==> src/rtl/ifetch_queue_if.sv <==
// Fetch-queue bus: instruction-cache request/response, execute-stage redirect
// and the decode-side valid/ready handshake.
interface ifetch_queue_if #(
  parameter int XLEN  = 32,
  parameter int DEPTH = 4
) ();
  logic [XLEN-1:0]              INS_ADDR;
  logic                         INS_READ_EN;
  logic                         INS_CACHE_BUSY_WAIT;
  logic [XLEN-1:0]              INSTRUCTION;
  logic                         REDIRECT_EN;
  logic [XLEN-1:0]              REDIRECT_PC;
  logic                         DEC_VALID;
  logic                         DEC_READY;
  logic [XLEN-1:0]              DEC_PC;
  logic [XLEN-1:0]              DEC_INSTRUCTION;
  logic [$clog2(DEPTH+1)-1:0]   COUNT;

  modport master (
    output INS_ADDR, INS_READ_EN, DEC_VALID, DEC_PC, DEC_INSTRUCTION, COUNT,
    input  INS_CACHE_BUSY_WAIT, INSTRUCTION, REDIRECT_EN, REDIRECT_PC, DEC_READY
  );

  modport slave (
    input  INS_ADDR, INS_READ_EN, DEC_VALID, DEC_PC, DEC_INSTRUCTION, COUNT,
    output INS_CACHE_BUSY_WAIT, INSTRUCTION, REDIRECT_EN, REDIRECT_PC, DEC_READY
  );
endinterface

==> src/rtl/ifetch_queue.sv <==
// Instruction-fetch front end: DEPTH-entry prefetch queue of {PC, instruction}
// pairs between the instruction cache and decode, flushed in one cycle on redirect.
module ifetch_queue #(
  parameter int              XLEN     = 32,
  parameter int              DEPTH    = 4,
  parameter logic [XLEN-1:0] RESET_PC = '0
) (
  input  logic           CLK,
  input  logic           RESET,
  ifetch_queue_if.master bus
);

  localparam int PTR_W = $clog2(DEPTH);
  localparam int CNT_W = $clog2(DEPTH + 1);
  localparam logic [CNT_W-1:0] FULL = CNT_W'(DEPTH);

  logic [XLEN-1:0]   pc_q, pc_d;
  logic [PTR_W-1:0]  head_q, head_d;
  logic [PTR_W-1:0]  tail_q, tail_d;
  logic [CNT_W-1:0]  count_q, count_d;
  logic [2*XLEN-1:0] mem_q [DEPTH];
  logic [2*XLEN-1:0] mem_d [DEPTH];

  logic read_en;
  logic push;
  logic pop;

  // Redirect outranks everything; the full check uses the pre-edge count, so
  // a pop while full never lets a push through in the same cycle.
  always_comb begin
    read_en = (count_q != FULL) && !bus.REDIRECT_EN && !RESET;
    push    = read_en && !bus.INS_CACHE_BUSY_WAIT;
    pop     = (count_q != '0) && bus.DEC_READY && !bus.REDIRECT_EN;

    pc_d    = pc_q;
    head_d  = head_q;
    tail_d  = tail_q;
    count_d = count_q;
    mem_d   = mem_q;

    if (bus.REDIRECT_EN) begin
      pc_d    = {bus.REDIRECT_PC[XLEN-1:2], 2'b00};
      head_d  = '0;
      tail_d  = '0;
      count_d = '0;
    end else begin
      if (push) begin
        mem_d[tail_q] = {pc_q, bus.INSTRUCTION};
        tail_d        = tail_q + PTR_W'(1);
        pc_d          = pc_q + XLEN'(4);
      end
      if (pop) begin
        head_d = head_q + PTR_W'(1);
      end
      if (push && !pop) begin
        count_d = count_q + CNT_W'(1);
      end else if (pop && !push) begin
        count_d = count_q - CNT_W'(1);
      end
    end
  end

  always_ff @(posedge CLK or posedge RESET) begin
    if (RESET) begin
      pc_q    <= RESET_PC;
      head_q  <= '0;
      tail_q  <= '0;
      count_q <= '0;
    end else begin
      pc_q    <= pc_d;
      head_q  <= head_d;
      tail_q  <= tail_d;
      count_q <= count_d;
    end
  end

  // Entry storage is deliberately unreset; only pointers and count define validity.
  always_ff @(posedge CLK) begin
    mem_q <= mem_d;
  end

  always_comb begin
    bus.INS_ADDR        = pc_q;
    bus.INS_READ_EN     = read_en;
    bus.COUNT           = count_q;
    bus.DEC_VALID       = (count_q != '0);
    bus.DEC_PC          = '0;
    bus.DEC_INSTRUCTION = '0;
    if (count_q != '0) begin
      bus.DEC_PC          = mem_q[head_q][2*XLEN-1:XLEN];
      bus.DEC_INSTRUCTION = mem_q[head_q][XLEN-1:0];
    end
  end

endmodule
==> src/flat_wrapper.sv <==
// flat-port wrapper written by rule: the top's interface ports become plain ports
module ifetch_queue_flat 
#(
  parameter int              XLEN     = 32,
  parameter int              DEPTH    = 4,
  parameter logic [XLEN-1:0] RESET_PC = '0
)
  (CLK, RESET, bus_INS_ADDR, bus_INS_READ_EN, bus_DEC_VALID, bus_DEC_PC, bus_DEC_INSTRUCTION, bus_COUNT, bus_INS_CACHE_BUSY_WAIT, bus_INSTRUCTION, bus_REDIRECT_EN, bus_REDIRECT_PC, bus_DEC_READY);
  ifetch_queue_if #(.XLEN(XLEN), .DEPTH(DEPTH)) bus_i ();
  input  logic CLK;
  input  logic RESET;
  output wire logic [$bits(bus_i.INS_ADDR)-1:0] bus_INS_ADDR;
  output wire logic [$bits(bus_i.INS_READ_EN)-1:0] bus_INS_READ_EN;
  output wire logic [$bits(bus_i.DEC_VALID)-1:0] bus_DEC_VALID;
  output wire logic [$bits(bus_i.DEC_PC)-1:0] bus_DEC_PC;
  output wire logic [$bits(bus_i.DEC_INSTRUCTION)-1:0] bus_DEC_INSTRUCTION;
  output wire logic [$bits(bus_i.COUNT)-1:0] bus_COUNT;
  input wire logic [$bits(bus_i.INS_CACHE_BUSY_WAIT)-1:0] bus_INS_CACHE_BUSY_WAIT;
  input wire logic [$bits(bus_i.INSTRUCTION)-1:0] bus_INSTRUCTION;
  input wire logic [$bits(bus_i.REDIRECT_EN)-1:0] bus_REDIRECT_EN;
  input wire logic [$bits(bus_i.REDIRECT_PC)-1:0] bus_REDIRECT_PC;
  input wire logic [$bits(bus_i.DEC_READY)-1:0] bus_DEC_READY;
  assign bus_INS_ADDR = bus_i.INS_ADDR;
  assign bus_INS_READ_EN = bus_i.INS_READ_EN;
  assign bus_DEC_VALID = bus_i.DEC_VALID;
  assign bus_DEC_PC = bus_i.DEC_PC;
  assign bus_DEC_INSTRUCTION = bus_i.DEC_INSTRUCTION;
  assign bus_COUNT = bus_i.COUNT;
  assign bus_i.INS_CACHE_BUSY_WAIT = bus_INS_CACHE_BUSY_WAIT;
  assign bus_i.INSTRUCTION = bus_INSTRUCTION;
  assign bus_i.REDIRECT_EN = bus_REDIRECT_EN;
  assign bus_i.REDIRECT_PC = bus_REDIRECT_PC;
  assign bus_i.DEC_READY = bus_DEC_READY;
  ifetch_queue #(.XLEN(XLEN), .DEPTH(DEPTH), .RESET_PC(RESET_PC)) u_core (.CLK(CLK), .RESET(RESET), .bus(bus_i));
endmodule
==> config.mk <==
export PLATFORM = sky130hd
export DESIGN_NAME = ifetch_queue_flat
export DESIGN_NICKNAME = d
export VERILOG_FILES = /design/src/rtl/ifetch_queue_if.sv /design/src/rtl/ifetch_queue.sv /design/src/flat_wrapper.sv
export SDC_FILE = /design/constraint.sdc
export NUM_CORES = 1
export LEC_CHECK = 0
export CAP_MARGIN = 20
export CORE_MARGIN = 3
export CORE_UTILIZATION = 52
export CTS_CLUSTER_SIZE = 24
export DETAILED_ROUTE_END_ITERATION = 8
export PLACE_DENSITY = 0.77
export REMOVE_ABC_BUFFERS = 1
export SYNTH_ARGS = -nofsm -noshare
export SYNTH_HDL_FRONTEND = slang
export SYNTH_SLANG_ARGS = --single-unit
==> constraint.sdc <==
create_clock -name CLK -period 9.6 [get_ports CLK]
set_clock_uncertainty 0.15 [all_clocks]
set_input_delay 1.44 -clock CLK [delete_from_list [all_inputs] [get_ports CLK]]
set_output_delay 1.44 -clock CLK [all_outputs]
set_load 0.01 [all_outputs]
==> flow_metrics.py <==
metrics = {
    "critical_path": {
        "crit_buf_inv": 2,
        "worstSetupPathType": "flop to output port",
        "cpPeakStageDelay_ps": 760,
        "startpoint": "u_core.head_q[0]",
        "critPathLaunchType": "flop",
        "worst_setup_path_end_kind": "output port",
        "reg2reg_depth": 9,
        "regToRegSetupSlack_ps": 6400,
        "timing.rr.end": "u_core.bus.COUNT[2]",
        "cp_slowest_cell": "buf_4",
        "cp-endpoint": "bus_DEC_PC[3]",
        "arrival_ps": 3360,
        "crit_fanout": 48,
        "cp.depth": 4,
        "r2r_start": "u_core.bus.COUNT[0]",
        "crit_required_ps": 8010,
        "crit_path_cell_trace": "buf_4 -> mux4_2 -> and2_1 -> clkdlybuf4s50_1",
        "cp_top_family": "buffers and inverters",
    },
    "yosys": {
        "ys.flop_type": "edfxtp_1",
        "netlist_area_um2": 11600,
        "synth-seq-cells": 285,
        "synth_edf_count": 248,
        "seq_area_frac_synth_pct": 72.0,
        "ys_async_sr_fraction_pct": 13.0,
        "ys_warn_count": 0,
        "syn_avg_cell_area_um2": 17.5,
        "yosysUniqueCellTypes": 49,
        "synthCells": 665,
    },
    "clock_tree": {
        "clkSinkCount": 285,
        "cts_tree": "done",
        "cts-htree-levels": 1,
        "clk_pin_slew_worst_paths_ps": 60,
        "cts_resized": 0,
        "clk-insertion-delay-late_ps": 530,
        "post_cts_buffers": 0,
        "cts_buffers": 28,
        "cts_max_path_buffers": 3,
        "cts_hold_buffers": 0,
        "root_buffer": "clkbuf_16",
    },
    "outcome": {
        "status": "finished, final reports clean",
    },
    "route": {
        "vias": 6648,
        "post_drt_wl_per_cell_um": 21.6,
        "drc": 0,
        "avgViaCountPerCell": 5.89,
        "dr.pass1.iters": 5,
        "drt_iter0_markers": 453,
        "ant_nets": 0,
        "drt-total-wl_um": 24400,
    },
    "global_routing": {
        "overflow": 0,
        "antenna_found_initial": 0,
        "grt_pass1_vias": 7045,
        "grt_usage_pct": 20.4,
        "grt_max_degree": 64,
        "grt_first_pass_wirelength_um": 38700,
    },
    "timing": {
        "finalSetupViolCount": 0,
        "worst_pin_slew_ps": 1000,
        "hold_viol_final": 0,
        "clock.fmax_ghz": 0.202,
        "final_max_slew_viol_count": 0,
        "period_minus_slack_ps": 4950,
        "rsz0062_at_grt": "false",
        "finalCritPeriodShare_pct": 51.6,
        "timing.setup.tns_ps": 0,
        "max_slew_margin_pct": 33.3,
    },
    "pwr": {
        "powerDensity_nw_per_um2": 244,
        "p_leak_uw": 0.00468,
        "peakVddDrop_mv": 0.218,
    },
    "placed_design": {
        "io_buffers": 163,
        "dp_hpwl_um": 14400,
        "place_inst": 1077,
        "gp_congestion": 0.788,
        "dpl_cell_area_um2": 13500,
    },
    "finish": {
        "layout_common_cells": "248 x edfxtp_1, 162 x clkdlybuf4s50_1, 63 x and2_1",
        "nets": 903,
        "drive_gt1_share_pct": 14.3,
        "n_fill_cell": 1530,
        "area_growth_pct": 23.9,
        "final_common_cell": "edfxtp_1",
        "stdcell_area_um2": 14400,
        "antenna_cells": 0,
        "final_cell_count_no_fill": 1129,
    },
    "floorplan": {
        "fp-row-count": 54,
        "start_util_pct": 53.1,
        "io_pins": 170,
        "core_um2": 21900,
        "die_h_um": 156,
        "die_x_um": 156,
        "die-area_um2": 24200,
    },
    "job": {
        "maxCapViolations": 0,
    },
    "hold_path": {
        "hp-start": "u_core.tail_q[0]",
        "worst_hold_path_type": "flop to flop",
    },
}
==> power breakdown <==
part | total, µW | internal (µW) | switching (µW)
combinational | 990 | 569 | 421
sequential | 1490 | 1410 | 85.9
clock | 1040 | 606 | 435
==> per-layer routing <==
layer | part of all wire (%) | vias to the layer above | GRT usage (%)
met5 | 0 | - | 0
li1 | - | 2951 | -
met1 | 41 | 3381 | 28.6
met3 | 7.4 | 32 | 3.52
met2 | 50 | 284 | 34.0
met4 | 1.4 | 0 | 4.88
==> logic make-up (layout without fill, tap and decap cells) <==
family | count (synthesis) | in the layout | synth area share, %
buffers and inverters | 47 | 228 | 1.66
AO/OA/AOI/OAI | 68 | 68 | 3.95
adder cells (fa/ha/maj) | 6 | 6 | 0.710
multiplexers | 66 | 66 | 12.3
AND/OR/NAND/NOR | 187 | 187 | 8.97
flip-flops | 285 | 285 | 72.0
other | 1 | 4 | 0.0322
XOR/XNOR | 5 | 5 | 0.376
==> per-stage QoR <==
| stage | hold WS [ps] | setup WS [ps] | power, µW | utilization, % |
|---|---|---|---|---|
| 2_1_floorplan | 365 | 4650 | 2020 | - |
| 3_3_place_gp | 380 | 5150 | 2490 | 61.7 |
| 3_5_place_dp | 434 | 5080 | 2530 | 61.8 |
| 4_1_cts | 442 | 4580 | 3560 | 65.8 |
| 5_1_grt | 476 | 4460 | 3680 | 65.8 |
| 6_report | 430 | 4650 | 3520 | 65.8 |
==> cells in the mapped netlist (all sizes together) (4+ instances only) <==
| master | count | area share, % |
|---|---|---|
| nor2 | 17 | 0.55 |
| nand3 | 15 | 0.65 |
| o21ai | 25 | 1.1 |
| a21oi | 8 | 0.34 |
| nor3 | 5 | 0.22 |
| o211ai | 6 | 0.39 |
| ha | 5 | 0.54 |
| buf | 11 | 0.49 |
| o311ai | 14 | 1.1 |
| mux4 | 62 | 12 |
| nand3b | 4 | 0.26 |
| dfrtp | 37 | 8.0 |
| nor4 | 4 | 0.22 |
| nand2 | 40 | 1.3 |
| clkbuf | 28 | 0.90 |
| mux2i | 4 | 0.34 |
| nor2b | 8 | 0.43 |
| and2 | 67 | 3.6 |
| inv | 8 | 0.26 |
| or3 | 5 | 0.31 |
| nand4 | 9 | 0.61 |
| edfxtp | 248 | 64 |
==> flip-flops by register name (all words and copies together) (netlist names) <==
register	cells
u_core.bus.COUNT	3
u_core.bus.INS_ADDR	30
u_core.head_q	2
u_core.mem_q	248
u_core.tail_q	2
==> layout make-up <==
class | instances | area, µm² | area share (%)
well taps | 280 | 350 | 2.43
inverters | 8 | 30.0 | 0.208
flip-flops and latches | 285 | 8380 | 58.1
multi-input cells | 336 | 3090 | 21.4
repair buffers | 169 | 1680 | 11.7
clock inverters | 14 | 121 | 0.842
clock buffers | 37 | 756 | 5.24
==> how the worst min path moves through the flow <==
| stage | end | depth (start not counted) |
|---|---|---|
| 2_1_floorplan | u_core.tail_q[0] | 1 |
| 3_3_place_gp | u_core.tail_q[0] | 1 |
| 3_5_place_dp | u_core.tail_q[0] | 1 |
| 4_1_cts | u_core.tail_q[0] | 1 |
| 5_1_grt | u_core.tail_q[0] | 1 |
| 6_report | u_core.tail_q[0] | 1 |
No activity file was read; power rests on OpenSTA's default activity.
